[src/rtl/vga_timing_pkg.sv]
// -----------------------------------------------------------------------------
// vga_timing_pkg
//
// Shared 640x480@60 Hz raster definition. The renderer, the game logic and
// the sync generator all take the screen size from here, so there is exactly
// one place that says how big the visible area is.
//
// Contents:
//   VGA_H_* / VGA_V_*   default horizontal (pixels) and vertical (lines) timing
//   VGA_H_TOTAL/V_TOTAL derived raster totals (800 x 525)
//   VGA_CNT_W           counter width, wide enough for both totals minus one
//   vga_coord_t         convenience type for a raster coordinate
//   axis_total()        sum of the four segments of one axis
//   in_window()         half-open range test used by the sync/active decoders
// -----------------------------------------------------------------------------
package vga_timing_pkg;

    localparam int VGA_H_ACTIVE = 640;
    localparam int VGA_H_FP     = 16;
    localparam int VGA_H_SYNC   = 96;
    localparam int VGA_H_BP     = 48;

    localparam int VGA_V_ACTIVE = 480;
    localparam int VGA_V_FP     = 10;
    localparam int VGA_V_SYNC   = 2;
    localparam int VGA_V_BP     = 33;

    localparam int VGA_H_TOTAL  = VGA_H_ACTIVE + VGA_H_FP + VGA_H_SYNC + VGA_H_BP;
    localparam int VGA_V_TOTAL  = VGA_V_ACTIVE + VGA_V_FP + VGA_V_SYNC + VGA_V_BP;

    localparam int VGA_CNT_W    = 10;

    typedef logic [VGA_CNT_W-1:0] vga_coord_t;

    // Number of positions along one axis (active + porches + sync).
    function automatic int axis_total(input int active, input int fp,
                                      input int sync, input int bp);
        return active + fp + sync + bp;
    endfunction

    // True when first <= value < first + len.
    function automatic logic in_window(input int value, input int first,
                                       input int len);
        return (value >= first) && (value < first + len);
    endfunction

endpackage

[src/rtl/sync_axis_counter.sv]
// -----------------------------------------------------------------------------
// sync_axis_counter
//
// One raster axis: a wrapping position counter plus registered decodes of
// the sync pulse and the active region. Instantiated once for the horizontal
// axis (advancing on every pixel strobe) and once for the vertical axis
// (advancing only when the horizontal axis wraps).
//
// The axis is laid out as  ACTIVE | FP | SYNC | BP  and counts 0..TOTAL-1.
//
// Ports:
//   clk     system clock
//   rst     asynchronous active-low reset
//   en      advance enable (one step per clk while high)
//   cnt     current position, 0..TOTAL-1
//   wrap    high while cnt sits on TOTAL-1 (the next enabled step returns to 0)
//   sync_n  active-low sync, low while cnt is inside the SYNC segment
//   active  high while cnt is inside the ACTIVE segment
// -----------------------------------------------------------------------------
module sync_axis_counter
    import vga_timing_pkg::*;
#(
    parameter int ACTIVE = VGA_H_ACTIVE,
    parameter int FP     = VGA_H_FP,
    parameter int SYNC   = VGA_H_SYNC,
    parameter int BP     = VGA_H_BP,
    parameter int CNT_W  = VGA_CNT_W
) (
    input  logic             clk,
    input  logic             rst,
    input  logic             en,
    output logic [CNT_W-1:0] cnt,
    output logic             wrap,
    output logic             sync_n,
    output logic             active
);

    localparam int TOTAL      = axis_total(ACTIVE, FP, SYNC, BP);
    localparam int SYNC_START = ACTIVE + FP;

    localparam logic [CNT_W-1:0] LAST = CNT_W'(TOTAL - 1);

    // Reset parks the axis on its last position; the decodes for that
    // position are computed here so the reset values are consistent with
    // what the decoder would produce there (no sync, not active for VGA).
    localparam logic RST_SYNC_N = !in_window(TOTAL - 1, SYNC_START, SYNC);
    localparam logic RST_ACTIVE = in_window(TOTAL - 1, 0, ACTIVE);

    logic [CNT_W-1:0] cnt_reg;
    logic [CNT_W-1:0] cnt_next;
    logic             sync_n_reg;
    logic             sync_n_next;
    logic             active_reg;
    logic             active_next;

    assign wrap = (cnt_reg == LAST);

    // The sync/active flags are decoded from the value the counter is about
    // to take, so after the edge they describe the count on the output with
    // no extra cycle of lag.
    always_comb begin
        cnt_next    = cnt_reg;
        sync_n_next = sync_n_reg;
        active_next = active_reg;
        if (en) begin
            cnt_next    = wrap ? '0 : cnt_reg + 1'b1;
            sync_n_next = !in_window(int'(cnt_next), SYNC_START, SYNC);
            active_next = in_window(int'(cnt_next), 0, ACTIVE);
        end
    end

    always_ff @(posedge clk or negedge rst) begin
        if (!rst) begin
            cnt_reg    <= LAST;
            sync_n_reg <= RST_SYNC_N;
            active_reg <= RST_ACTIVE;
        end else begin
            cnt_reg    <= cnt_next;
            sync_n_reg <= sync_n_next;
            active_reg <= active_next;
        end
    end

    assign cnt    = cnt_reg;
    assign sync_n = sync_n_reg;
    assign active = active_reg;

endmodule

[src/rtl/vga_sync_gen.sv]
// -----------------------------------------------------------------------------
// vga_sync_gen
//
// 640x480@60 Hz raster timing generator. Runs on the system clock and uses
// the clock divider's one-cycle pixel strobe as a clock enable. Out of reset
// the raster sits on its last position (799,524), so the first strobe lands
// on (0,0).
//
// Ports:
//   clk         system clock
//   rst         asynchronous active-low reset
//   pix_en      one-cycle pixel strobe (may also be held high continuously)
//   x, y        current raster position
//   video_on    high while (x,y) is inside the visible area
//   hsync       active-low horizontal sync
//   vsync       active-low vertical sync
//   frame_tick  one-clk pulse when the raster enters vertical blanking,
//               i.e. in the cycle (x,y) becomes (0,V_ACTIVE)
//
// x, y, hsync, vsync and the two axis-active flags are all flops that update
// on the same edge, so every output describes the same raster position.
// -----------------------------------------------------------------------------
module vga_sync_gen
    import vga_timing_pkg::*;
#(
    parameter int H_ACTIVE = VGA_H_ACTIVE,
    parameter int H_FP     = VGA_H_FP,
    parameter int H_SYNC   = VGA_H_SYNC,
    parameter int H_BP     = VGA_H_BP,
    parameter int V_ACTIVE = VGA_V_ACTIVE,
    parameter int V_FP     = VGA_V_FP,
    parameter int V_SYNC   = VGA_V_SYNC,
    parameter int V_BP     = VGA_V_BP,
    parameter int CNT_W    = VGA_CNT_W
) (
    input  logic             clk,
    input  logic             rst,
    input  logic             pix_en,
    output logic [CNT_W-1:0] x,
    output logic [CNT_W-1:0] y,
    output logic             video_on,
    output logic             hsync,
    output logic             vsync,
    output logic             frame_tick
);

    // Last visible line: leaving it (on a horizontal wrap) is the moment
    // the raster enters vertical blanking.
    localparam logic [CNT_W-1:0] LAST_ACTIVE_LINE = CNT_W'(V_ACTIVE - 1);

    logic             h_wrap;
    logic             h_active;
    logic             v_en;
    logic             v_active;
    logic             unused_v_wrap;
    logic [CNT_W-1:0] x_cnt;
    logic [CNT_W-1:0] y_cnt;
    logic             frame_tick_reg;
    logic             frame_tick_next;

    // Horizontal axis steps on every pixel strobe.
    sync_axis_counter #(
        .ACTIVE (H_ACTIVE),
        .FP     (H_FP),
        .SYNC   (H_SYNC),
        .BP     (H_BP),
        .CNT_W  (CNT_W)
    ) u_h_axis (
        .clk    (clk),
        .rst    (rst),
        .en     (pix_en),
        .cnt    (x_cnt),
        .wrap   (h_wrap),
        .sync_n (hsync),
        .active (h_active)
    );

    // Vertical axis steps only on the strobe that wraps the line, which
    // makes it wrap together with x at the end of the frame.
    assign v_en = pix_en & h_wrap;

    // The vertical wrap is not needed here: the frame boundary that matters
    // to game logic is the entry to blanking, not the return to line 0.
    sync_axis_counter #(
        .ACTIVE (V_ACTIVE),
        .FP     (V_FP),
        .SYNC   (V_SYNC),
        .BP     (V_BP),
        .CNT_W  (CNT_W)
    ) u_v_axis (
        .clk    (clk),
        .rst    (rst),
        .en     (v_en),
        .cnt    (y_cnt),
        .wrap   (unused_v_wrap),
        .sync_n (vsync),
        .active (v_active)
    );

    // Fires on the strobe that moves (x,y) from the end of the last visible
    // line to (0,V_ACTIVE). Any cycle without a strobe clears it, so the
    // pulse is one clk wide even when pix_en is held high.
    always_comb begin
        frame_tick_next = 1'b0;
        if (v_en && (y_cnt == LAST_ACTIVE_LINE)) begin
            frame_tick_next = 1'b1;
        end
    end

    always_ff @(posedge clk or negedge rst) begin
        if (!rst) begin
            frame_tick_reg <= 1'b0;
        end else begin
            frame_tick_reg <= frame_tick_next;
        end
    end

    assign x          = x_cnt;
    assign y          = y_cnt;
    // Both flags are flops updated on the same edge as x/y.
    assign video_on   = h_active & v_active;
    assign frame_tick = frame_tick_reg;

endmodule

[config.mk]
export PLATFORM = sky130hd
export DESIGN_NAME = vga_sync_gen
export DESIGN_NICKNAME = d
export VERILOG_FILES = /design/src/rtl/vga_timing_pkg.sv /design/src/rtl/sync_axis_counter.sv /design/src/rtl/vga_sync_gen.sv
export SDC_FILE = /design/constraint.sdc
export NUM_CORES = 1
export LEC_CHECK = 0
export ABC_AREA = 1
export BUFFER_PORTS_ARGS = -buffer_cell sky130_fd_sc_hd__buf_2
export CAP_MARGIN = 40
export CORE_UTILIZATION = 40
export DETAILED_ROUTE_END_ITERATION = 10
export HOLD_SLACK_MARGIN = 0.02
export REMOVE_ABC_BUFFERS = 1
export SYNTH_ARGS = -nofsm -noshare
export SYNTH_HDL_FRONTEND = slang
export SYNTH_SLANG_ARGS = --single-unit
[constraint.sdc]
create_clock -name clk -period 3.5 [get_ports clk]
set_clock_uncertainty 0.15 [all_clocks]
set_input_delay 0.35 -clock clk [delete_from_list [all_inputs] [get_ports clk]]
set_output_delay 0.35 -clock clk [all_outputs]
set_load 0.05 [all_outputs]
==> flow_summary_export.csv <==
group,metric,value,unit
routing,drt-wirelength-per-cell,11.80,um
min_path,min_path_type,"input port to flop",
worst_setup_path,critical_path_required,3.57,ns
worst_setup_path,ff2ff_setup_slack,1.42,ns
routing,num_vias,1348,
logic_synthesis,synth.yosys.seq_area_share,40.54,%
power,leakagePower,0.9381,nW
power,p_sw_share,44.89,%
min_path,worst_hold_startpoint,"pix_en",
worst_setup_path,launch_point_of_the_worst_path,"u_h_axis.cnt[0]",
floorplan,die_width,64.86,um
timing,worst_slew_pin_slew,0.5651,ns
floorplan,core-area,3716,sq um
power,proportion_of_power_drawn_by_flip_flops_and_latches,43.6,%
run,drv_cap,0,
timing,finalCriticalPeriod,2.079,ns
logic_synthesis,synth.ff_latch_count,25,
timing,final.setup.tns,0,ns
floorplan,std_cell_rows,22,
timing,max_freq,481.1,MHz
global_routing,first_global_vias,1310,
worst_setup_path,worst-setup-path-type,"flop to flop",
logic_synthesis,synth_area,1580,sq um
routing,post-route-drc-count,0,
worst_setup_path,worst-r2r-cell-count,8,
worst_setup_path,r2r-start,"u_h_axis.cnt[0]",
timing,worst_slew_margin_rel,62.33,%
worst_setup_path,crit_path_max_fanout,15,
floorplan,floorplan.initialDensity,42.53,%
worst_setup_path,r2r-end,"u_v_axis.sync_n",
timing,final_setup_violations,0,
logic_synthesis,synth.distinct_cells,29,
place,io_buffer_count,26,
power,power_switching,0.4263,mW
cells_and_area,diodes,0,
logic_synthesis,syn-instance-count,207,
cells_and_area,area_delta_synth_final,14.49,%
worst_setup_path,setup.worst_path.start_class,"flop",
logic_synthesis,ranking_of_synthesized_cells_by_area,"dfrtp_1 21%, dfstp_2 20%, nand2_1 14%",
cells_and_area,final_nets,244,
logic_synthesis,dominantRegCellSynth,"dfrtp_1",
power,p_int,0.5233,mW
routing,detail_route.iter0.violations,88,
global_routing,grt_first_pass_wirelength,5.892,mm
global_routing,grt_remaining_overflow,0,
power,combPwrFrac,37.4,%
floorplan,die_height,64.86,um
clocking,clk_root_buffer_cell,"clkbuf_8",
clocking,cts_setup_buffers,0,
global_routing,grt_usage,18.16,%
min_path,hold_path_depth,3,
logic_synthesis,synth-edff-count,0,
clocking,cts_htree_levels,1,
floorplan,design.die.area,4206,sq um
clocking,clock_sink_count,25,
worst_setup_path,cp-end-kind,"flop",
logic_synthesis,synth_async_sr_flop_share,100.0,%
power,irDropWorstVdd,0.0001580,V
logic_synthesis,synth_top_cell_by_area,"dfrtp_1",
status,outcome,"finished clean",
routing,ant_nets,0,
logic_synthesis,synth.avg_cell_area,7.634,sq um
logic_synthesis,synthDominantCellAreaShare,20.59,%
power,pwr_density_cell,524.9,nW/um^2
routing,routed_wl,3.338,mm
timing,fin_worst_hold_slack,0.1787,ns
timing,timing_max_transition_violations_final,0,
power,clock_power_share,19.0,%
worst_setup_path,worstPathArrival,2.15,ns
routing,detail_route.first_pass.iterations,4,
timing,timing.final.hold_violations,0,
clocking,clk_transition_reported_paths,0.09,ns
floorplan,num_io_pins,27,
timing,grt_setup_unrepaired,"false",
clocking,cts_inserted_buffers,3,
global_routing,grt_max_degree,26,
place,gp_routability_congestion,0.8209,
min_path,holdPathEnd,"u_h_axis.cnt[1]",
clocking,clock_latency,0.27,ns
logic_synthesis,synthesis.yosys.warnings,0,
place,dpl.hpwl,2.434,mm
cells_and_area,final_layout_size_suffix_gt1_share,28.09,%
global_routing,grt_antenna_before_repair,0,
clocking,tritoncts,"yes",
clocking,cts_max_path_buffers,2,
timing,post-route-period-util,59.39,%
routing,detail_route.vias_per_cell,4.763,
## cells in the final DEF, fill, tap and decap left out
master         count
a21oi_1            5
a21oi_2            2
buf_2             26
clkbuf_1           1
clkbuf_8           3
dfrtp_1           13
dfstp_2           12
dlygate4sd3_1      1
ha_1               5
inv_1             27
inv_2              3
nand2_1           59
nand2_2            7
nand3_1           10
nand3_2            5
nand3_4            1
nand3b_1           3
nand4_1            5
nor2_1            13
nor2_2             3
nor2_4             2
nor2_8             1
nor3_1             2
o21ai_0           15
o21ai_1            5
o21bai_1           1
o221ai_1           1
or2_2              1
xnor2_1            1
xor2_1             2
## synthesized netlist by cell type, types with 2 or more instances
cell	count
ha_1	5
o21ai_1	5
inv_2	3
xor2_1	2
a21oi_1	5
nand2_2	7
nor2_1	13
o21ai_0	15
nor3_1	2
nand4_1	5
dfstp_2	12
dfrtp_1	13
nand2_1	59
nand3_2	5
nand3b_1	3
nand3_1	10
a21oi_2	2
nor2_4	2
nor2_2	3
inv_1	27
## power by group through the flow
stage / Clock [mW] / Combinational (mW) / Sequential, mW
global route: 0.195 / 0.389 / 0.423
floorplan: 0 / 0.137 / 0.558
CTS: 0.186 / 0.358 / 0.415
detailed placement: 0 / 0.356 / 0.420
finish: 0.180 / 0.356 / 0.414
global placement: 0 / 0.356 / 0.419
## routing by layer
layer,track usage (%),vias to the layer above,share of wire (%)
li1,-,715,-
met3,1.585,5,2.8
met2,26.30,24,43
met1,26.81,604,52
met5,0,-,0
met4,8.611,0,1.7
## worst max path at each step
stage                            endpoint  slack (ns)  cells after the start
after floorplan           u_v_axis.sync_n        1.45                      8
after global placement    u_v_axis.sync_n        1.51                      8
after global routing      u_v_axis.sync_n        1.23                      8
after CTS                 u_v_axis.sync_n        1.43                      8
final                     u_v_axis.sync_n        1.42                      8
after detailed placement  u_v_axis.sync_n        1.46                      8
## cell type report
type	count	area, sq um
repair buffers	27	140.1
multi-input cells	149	810.8
fillers	385	1907
well taps	48	60.06
clock buffers	4	45.04
flip-flops and latches	25	640.6
inverters	30	112.6
## logic make-up (layout without fill, tap and decap cells)
group,after synthesis,after routing,synth area share [%]
compound gates,29,29,10.06
xor+xnor,3,3,1.663
fa+ha+maj,5,5,3.959
buf+inv,33,61,8.155
flops,25,25,40.54
simple gates,112,112,35.63
## worst max-delay path, cell delays in order (launching register included)
cell     delay, ns
dfstp_2       0.59
ha_1          0.22
nand2_2       0.11
nor2_8        0.18
nand3_4       0.18
inv_1         0.32
or2_2         0.17
nand2_1       0.04
nand2_1       0.05
## timing repair
action | in CTS | in global routing
endpoints found under the hold margin | 13 | 0
gates resized for setup | 0 | 0
hold buffers | 1 | 0
## metrics by stage
stage / utilization (%) / cells / power (mW) / area, sq um / worst slack (ns)
floorplan: - / 204 / 0.6954 / 1564 / 1.447
global placement: 47.21 / 278 / 0.7757 / 1754 / 1.505
detailed placement: 47.21 / 278 / 0.7761 / 1754 / 1.464
CTS: 48.69 / 283 / 0.9595 / 1809 / 1.425
global route: 48.69 / 283 / 1.007 / 1809 / 1.230
finish: 48.69 / 283 / 0.9496 / 1809 / 1.421
No activity file was read; power rests on OpenSTA's default activity.
